`src/rtl/bound_flasher_param.sv`:
```
// Parametrised bound flasher: drives a thermometer LED bar through the
// phases UP1 -> DN1 -> UP2 -> DN2 -> UP3 -> BLINK. In UP2 and UP3, flick
// kicks the bar back down at two set points. The bar can restart on its own.
module bound_flasher_param #(
    parameter int N_LED     = 16,
    parameter int B1        = 6,
    parameter int B2        = 11,
    parameter int LO2       = 5,
    parameter int KICK_A    = 6,
    parameter int KICK_B    = 11,
    parameter int BLINK_CNT = 1,
    parameter int TICK_DIV  = 1
) (
    input  logic             clk,
    input  logic             rst,
    input  logic             flick,
    input  logic             auto_repeat,
    output logic [N_LED-1:0] LED,
    output logic             busy,
    output logic [2:0]       phase
);

    localparam int LW = $clog2(N_LED + 1);
    localparam int PW = (TICK_DIV > 1) ? $clog2(TICK_DIV) : 1;
    localparam int BW = $clog2(2 * BLINK_CNT + 1);

    localparam logic [LW-1:0] B1_L     = LW'(B1);
    localparam logic [LW-1:0] B2_L     = LW'(B2);
    localparam logic [LW-1:0] LO2_L    = LW'(LO2);
    localparam logic [LW-1:0] KA_L     = LW'(KICK_A);
    localparam logic [LW-1:0] KB_L     = LW'(KICK_B);
    localparam logic [LW-1:0] TOP_L    = LW'(N_LED);
    localparam logic [PW-1:0] PRE_LAST = PW'(TICK_DIV - 1);
    localparam logic [BW-1:0] BC_LAST  = BW'(2 * BLINK_CNT);

    typedef enum logic [2:0] {
        IDLE  = 3'd0,
        UP1   = 3'd1,
        DN1   = 3'd2,
        UP2   = 3'd3,
        DN2   = 3'd4,
        UP3   = 3'd5,
        BLINK = 3'd6
    } state_t;

    state_t          state, state_n;
    logic [LW-1:0]   lit, lit_n;
    logic [PW-1:0]   pre, pre_n;
    logic [BW-1:0]   bc, bc_n;
    logic [N_LED-1:0] led_n;
    logic            tick;
    logic            kick;

    function automatic logic [N_LED-1:0] therm(input logic [LW-1:0] n);
        logic [N_LED-1:0] r;
        r = '0;
        for (int unsigned i = 0; i < N_LED; i++) begin
            r[i] = (i < 32'(n));
        end
        return r;
    endfunction

    assign tick = (pre == PRE_LAST);
    assign kick = flick && ((lit == KA_L) || (lit == KB_L));

    // Next-state, lit count, prescaler and blink counter; LED only moves on a step.
    always_comb begin
        state_n = state;
        lit_n   = lit;
        bc_n    = bc;
        led_n   = LED;
        pre_n   = (state == IDLE) ? '0 : (tick ? '0 : pre + 1'b1);
        if (state == IDLE) begin
            if (flick) begin
                state_n = UP1;
                lit_n   = '0;
                bc_n    = '0;
                led_n   = '0;
            end
        end else if (tick) begin
            case (state)
                UP1: begin
                    lit_n = lit + 1'b1;
                    if (lit + 1'b1 == B1_L) state_n = DN1;
                end
                DN1: begin
                    lit_n = lit - 1'b1;
                    if (lit - 1'b1 == '0) state_n = UP2;
                end
                UP2: begin
                    if (kick) begin
                        lit_n   = lit - 1'b1;
                        state_n = DN1;
                    end else begin
                        lit_n = lit + 1'b1;
                        if (lit + 1'b1 == B2_L) state_n = DN2;
                    end
                end
                DN2: begin
                    lit_n = lit - 1'b1;
                    if (lit - 1'b1 == LO2_L) state_n = UP3;
                end
                UP3: begin
                    if (kick) begin
                        lit_n   = lit - 1'b1;
                        state_n = DN2;
                    end else begin
                        lit_n = lit + 1'b1;
                        if (lit + 1'b1 == TOP_L) begin
                            state_n = BLINK;
                            bc_n    = '0;
                        end
                    end
                end
                BLINK: begin
                    if (bc == BC_LAST) begin
                        lit_n   = '0;
                        bc_n    = '0;
                        state_n = auto_repeat ? UP1 : IDLE;
                    end else begin
                        bc_n = bc + 1'b1;
                    end
                end
                default: state_n = IDLE;
            endcase
            // Blink pattern follows the counter value before its increment.
            if (state == BLINK && bc != BC_LAST) led_n = bc[0] ? '1 : '0;
            else                                 led_n = therm(lit_n);
        end
    end

    // State and registered outputs, all updated on the same edge.
    always_ff @(posedge clk or posedge rst) begin
        if (rst) begin
            state <= IDLE;
            lit   <= '0;
            pre   <= '0;
            bc    <= '0;
            LED   <= '0;
            busy  <= 1'b0;
            phase <= 3'd0;
        end else begin
            state <= state_n;
            lit   <= lit_n;
            pre   <= pre_n;
            bc    <= bc_n;
            LED   <= led_n;
            busy  <= (state_n != IDLE);
            phase <= state_n;
        end
    end

endmodule
```
`config.mk`:
```
export PLATFORM = sky130hd
export DESIGN_NAME = bound_flasher_param
export DESIGN_NICKNAME = d
export VERILOG_FILES = /design/src/rtl/bound_flasher_param.sv
export SDC_FILE = /design/constraint.sdc
export NUM_CORES = 1
export LEC_CHECK = 0
export BUFFER_PORTS_ARGS = -buffer_cell sky130_fd_sc_hd__buf_2
export CAP_MARGIN = 10
export CELL_PAD_IN_SITES_DETAIL_PLACEMENT = 0
export CELL_PAD_IN_SITES_GLOBAL_PLACEMENT = 2
export CORE_MARGIN = 1.5
export CORE_UTILIZATION = 32
export DETAILED_ROUTE_END_ITERATION = 6
export GPL_TIMING_DRIVEN = 0
export HOLD_SLACK_MARGIN = 0.15
export PLACE_DENSITY_LB_ADDON = 0.3
export SYNTH_ARGS = -nofsm -noshare
export SYNTH_HDL_FRONTEND = slang
export SYNTH_SLANG_ARGS = --single-unit
```
`constraint.sdc`:
```
create_clock -name clk -period 2.4 [get_ports clk]
set_input_delay 0.48 -clock clk [delete_from_list [all_inputs] [get_ports clk]]
set_output_delay 0.48 -clock clk [all_outputs]
set_load 0.02 [all_outputs]
```
## Yosys cells after proc, flatten, opt, wreduce, memory -nomap -nowiden

Index checks and enable logic that the tools add are counted.
W data, S select, Z words.

- Register bits: 28
- Bits of input ports: 4
- Output and inout port bits: 20
- Logic and storage cells: 90

- Add/sub/neg operators: 4
- Order comparisons: 16
- Eq/ne operators: 18
- Multiplexer cells: 35
- Reductions and logical operators: 11

Operators with widths:

| kind | count |
|---|---|
| $mux W16 | 5 |
| $lt A4 B5 Y1 const A | 8 |
| $mux W5 | 7 |
| $mux W3 | 11 |
| $lt A3 B5 Y1 const A | 4 |
| $pmux W5 S4 | 1 |
| $pmux W3 S6 | 1 |
| $eq A5 B3 Y1 const B | 3 |
| $mux W2 | 6 |
| $eq A5 B4 Y1 const B | 2 |
| $lt A1 B5 Y1 const A | 2 |
| $lt A2 B5 Y1 const A | 2 |
| $eq A3 B3 Y1 const B | 3 |
| $eq A3 B2 Y1 const B | 2 |
| $ne A3 B3 Y1 const B | 2 |
| $reduce_bool A3 Y1 | 2 |
| $add A5 B1 Y5 const B | 1 |
| $eq A5 B5 Y1 const B | 1 |
| $logic_not A5 Y1 | 1 |
| $reduce_and A5 Y1 | 1 |
| $sub A5 B1 Y5 const B | 1 |
| $ne A2 B2 Y1 const B | 2 |
| $pmux W2 S2 | 1 |
| $reduce_or A2 Y1 | 2 |
| 10 further kinds | 13 |

## Depth between registers and ports, before layout

- Depth after elaboration: 11
- Mapped depth: 9
- Mapped depth without buffers: 8

## Worst setup path after synthesis

No wires, ideal clock.

- Kind: register -> register
- Start: register lit[0]
- End: register LED[0]
- Library setup time: 0.140 ns
- Arrival time: 2.318 ns
- Data required time: 2.260 ns
- Path slack: -0.058 ns
- Stages on the path, launching flop included: 10
- Path buffers: 1
- Period minus slack after synthesis: 2.458 ns
- Path through: dfrtp_1 clkbuf_1 inv_1 ha_1 nand3b_1 nand3_1 a2111oi_2 nor4_4 o41ai_2 nand3_1

- Cells in the longest elaborated chain, start to end: 11
- Elaborated cells between the ends (all ways): 15
- Classes of those cells: 2 x add/sub; 1 x order compare; 2 x eq/ne; 8 x mux; 2 x reduce/logical

Ends and longest elaborated chain:

| what | RTL line | source |
|---|---|---|
| from (decl) | 47 | `logic [LW-1:0] lit, lit_n;` |
| from (signal assigned) | 144 | `lit <= lit_n;` |
| parallel branches: the longest is 4 deep, another holds $add A5 B1 Y5 | n/a |  |
| $pmux W5 S4 * | 81 | `case (state)` |
| $mux W5 * | 80 | `end else if (tick) begin` |
| $mux W5 * | 73 | `if (state == IDLE) begin` |
| $lt A1 B5 Y1 * | 58 | `r[i] = (i < 32'(n));` |
| $mux W16 * | 127 | `if (state == BLINK && bc != BC_LAST) led_n = bc[0] ? '1 : '0;` |
| $mux W16 * | 80 |  |
| $mux W16 * | 73 |  |
| to (signal assigned) | 147 | `LED <= led_n;` |
| to (decl) | 18 | `output logic [N_LED-1:0] LED,` |

Every way passes the cells marked *. The select of a mux whose other input is x is not followed.
A chain may end at the register's enable or synchronous reset.

## Final worst setup path

Same ends and word-level chain as after synthesis.

==> out/metrics.yaml <==
status: "completed"
wire_per_inst_um: 17.15
comb_power_share_pct: 76.2
synthFlopType: "dfrtp_1"
fillers: 604
critPathBufInv: 5
final_nets: 293
n_antenna_cell: 0
final_util_pct: 45.93
fp.dieH_um: 82.96
overflow: 0
start_util_pct: 33.75
max_stage_delay_ps: 430
r2r_cells: 12
finalCriticalPeriod_ps: 2380
p_sw_w: 0.002171
setup_viol: 0
r2r_setup_slack_ps: 20
worst_slew_pin_slew_ps: 617.2
drc: 0
p_sw_share_pct: 49.28
skew_ps: 3.084
min_path_cells: 2
cp_max_fo: 8
relSlewSlack_pct: 58.83
seqCellArea_um2: 676.9
r2r-end: "LED[0]"
clk_latency_ps: 280
finalMaxSlewViolations: 0
die_w_um: 82.96
cp_slowest_cell: "dfrtp_1"
cts_tree: "built"
intPower_w: 0.002235
synth_cells: 230
ys_warn_count: 0
dp_hpwl_mm: 4.240
route.vias.total: 1937
ioPinCount: 24
power_density_nw_per_um2: 1583
hold_end: "LED[1]"
drtAntennaViolNets: 0
crit_top_cell: "buf_6"
cts-root-buf: "clkbuf_8"
antenna_found_initial: 0
path_cells: "buf_8, inv_8, ha_4, nor2b_4, a311oi_2, buf_4, nor4b_4, nor4_4, buf_6, buf_6, o41ai_4, nand3_1"
io_buffer_count: 23
clockPowerShare_pct: 6.4
power_frac_seq_pct: 17.4
ys_ff_latch: 27
synth_edf_count: 0
firstDrtPassIters: 4
dpl_worst_slack_ps: -352.7
clockBufferDepth: 2
peakVddDrop_mv: 0.6286
reg2reg_from: "lit[0]"
coreArea_um2: 6061
layout_common_cells: "nand2_1 (34), dfrtp_1 (26), buf_2 (26)"
area_delta_synth_final_pct: 36.09
multi_input_area_um2: 1463
routed_wl_mm: 6.140
hp-start: "LED[1]"
final.period_utilization_pct: 99.17
async_reset_ff_share_pct: 100.0
hold_viol: 0
max_freq_ghz: 0.4201
place.gp.congestion: 0.8185
via_per_inst: 5.411
grt_pass1_wl_mm: 10.11
cp-start-kind: "register"
cp_top_family: "buffers and inverters"
cts.clk_slew.worst_paths_ps: 100
cp.required_ps: 2550
grt_pass1_vias: 1907
htree_levels: 1
synth_cell_type_count: 67
grt_use_total_pct: 17.84
syn-num-nets: 239
numCtsBuffers: 3
hp-class: "reg -> reg"
rsz0062_at_grt: "true"
layout_commonest_cell: "nand2_1"
power.leakage_nw: 1.165
path_class: "reg -> reg"
setup_ws_ps: 19.81
netlist_area_um2: 2046
drt-initial-drc-count: 60
rows: 28
maxCapViolations: 0
avgSynthCellArea_um2: 8.894
grt_max_degree: 28
drive_gt1_share_pct: 39.22
ys_seq_area_share_pct: 33.03
clkSinkCount: 27
crit_arrival_ps: 2530
end_kind: "register"
die_area_um2: 6882
state kept, by name (all words and copies together) (netlist names):
name   count
state      3
bc         2
busy       1
lit        5
LED       16
worst max path at each step:
| stage | end | startpoint | cells after the start | slack, ps |
|---|---|---|---|---|
| after detailed placement | LED[0] | lit[0] | 9 | -350 |
| final | LED[0] | lit[0] | 12 | 20 |
| after global placement | LED[0] | lit[0] | 9 | -360 |
| after global routing | LED[0] | lit[0] | 12 | -90 |
| after floorplan | LED[0] | lit[0] | 9 | 70 |
| after CTS | LED[14] | lit[0] | 10 | -40 |
Yosys cell counts (2+ instances only):
library cell / count / area share [%]
o211ai_2: 3 / 1.8
xnor2_1: 6 / 2.6
nor3_1: 7 / 1.7
nor2_1: 7 / 1.3
o21ai_0: 9 / 2.2
a211oi_1: 2 / 0.73
buf_2: 4 / 0.98
o21bai_1: 2 / 0.73
ha_1: 5 / 3.1
a21oi_1: 15 / 3.7
a211o_1: 3 / 1.3
buf_4: 2 / 0.73
a31oi_1: 3 / 0.92
a22oi_1: 2 / 0.73
a21o_1: 2 / 0.73
or3_1: 2 / 0.61
dfrtp_1: 27 / 33
nand2_1: 36 / 6.6
nor3b_1: 3 / 1.1
o211ai_1: 3 / 1.1
nor3b_2: 2 / 1.2
a311oi_2: 2 / 1.5
nand3_1: 13 / 3.2
buf_6: 3 / 1.7
xor2_1: 2 / 0.86
nor2b_1: 8 / 2.4
o41ai_1: 2 / 0.86
nand3b_1: 2 / 0.73
inv_1: 9 / 1.7
clkbuf_1: 6 / 1.1
and2_1: 2 / 0.61
metrics by stage:
step / instances / hold WS [ps] / setup TNS [ps] / instance area [um^2] / power, W
2_1_floorplan: 230 / 504.9 / 0 / 2047 / 0.002658
3_3_place_gp: 328 / 459.4 / -4646 / 2256 / 0.003263
3_5_place_dp: 328 / 458.3 / -3996 / 2256 / 0.003247
4_1_cts: 343 / 489.9 / -134.0 / 2525 / 0.004041
5_1_grt: 358 / 495.8 / -197.6 / 2784 / 0.004730
6_report: 358 / 486.9 / 0 / 2784 / 0.004406
layer usage:
metal / routed length, um / track usage [%] / share of wire [%]
met5: 0 / 0 / 0
met4: 49 / 3.182 / 0.80
met3: 153 / 1.789 / 2.5
met2: 2905 / 28.82 / 47
met1: 3032 / 26.10 / 49
worst min-delay path: stages, from the launching register on:
cell	delay, ps
dfrtp_1	360
nand2_1	50
nand2_1	60
repair_timing:
action / in CTS / in global routing
gates resized for setup: 25 / 29
endpoints found under the setup margin: 18 / 16
setup buffers: 11 / 14
pin swaps: 9 / 14
endpoints found under the hold margin: 0 / 4
hold buffers: 0 / 1
layout make-up:
cell class,count,area share (%)
Clock inverter,1,0.2697
Timing Repair Buffer,49,12.63
Inverter,9,1.483
Sequential cell,27,24.31
Clock buffer,3,1.483
Buffer,15,3.910
Multi-Input combinational cell,179,52.54
Tap cell,75,3.371
cell families (layout without fill, tap and decap cells):
family	count (synthesis)	in the layout	share of synthesized area, %
simple gates	96	96	26.42
mux	1	1	0.4893
xor+xnor	8	8	3.425
fa+ha+maj	5	5	3.058
buf+inv	24	77	6.116
compound gates	69	69	27.46
flops	27	27	33.03
power groups by stage:
| stage | Sequential, W | Combinational, W | Clock (W) |
|---|---|---|---|
| global route | 0.000791 | 0.00363 | 0.000305 |
| global placement | 0.000784 | 0.00248 | 0 |
| detailed placement | 0.000790 | 0.00246 | 0 |
| finish | 0.000768 | 0.00336 | 0.000281 |
| CTS | 0.000765 | 0.00299 | 0.000289 |
| floorplan | 0.000934 | 0.00172 | 0 |
No activity file was read; power rests on OpenSTA's default activity.
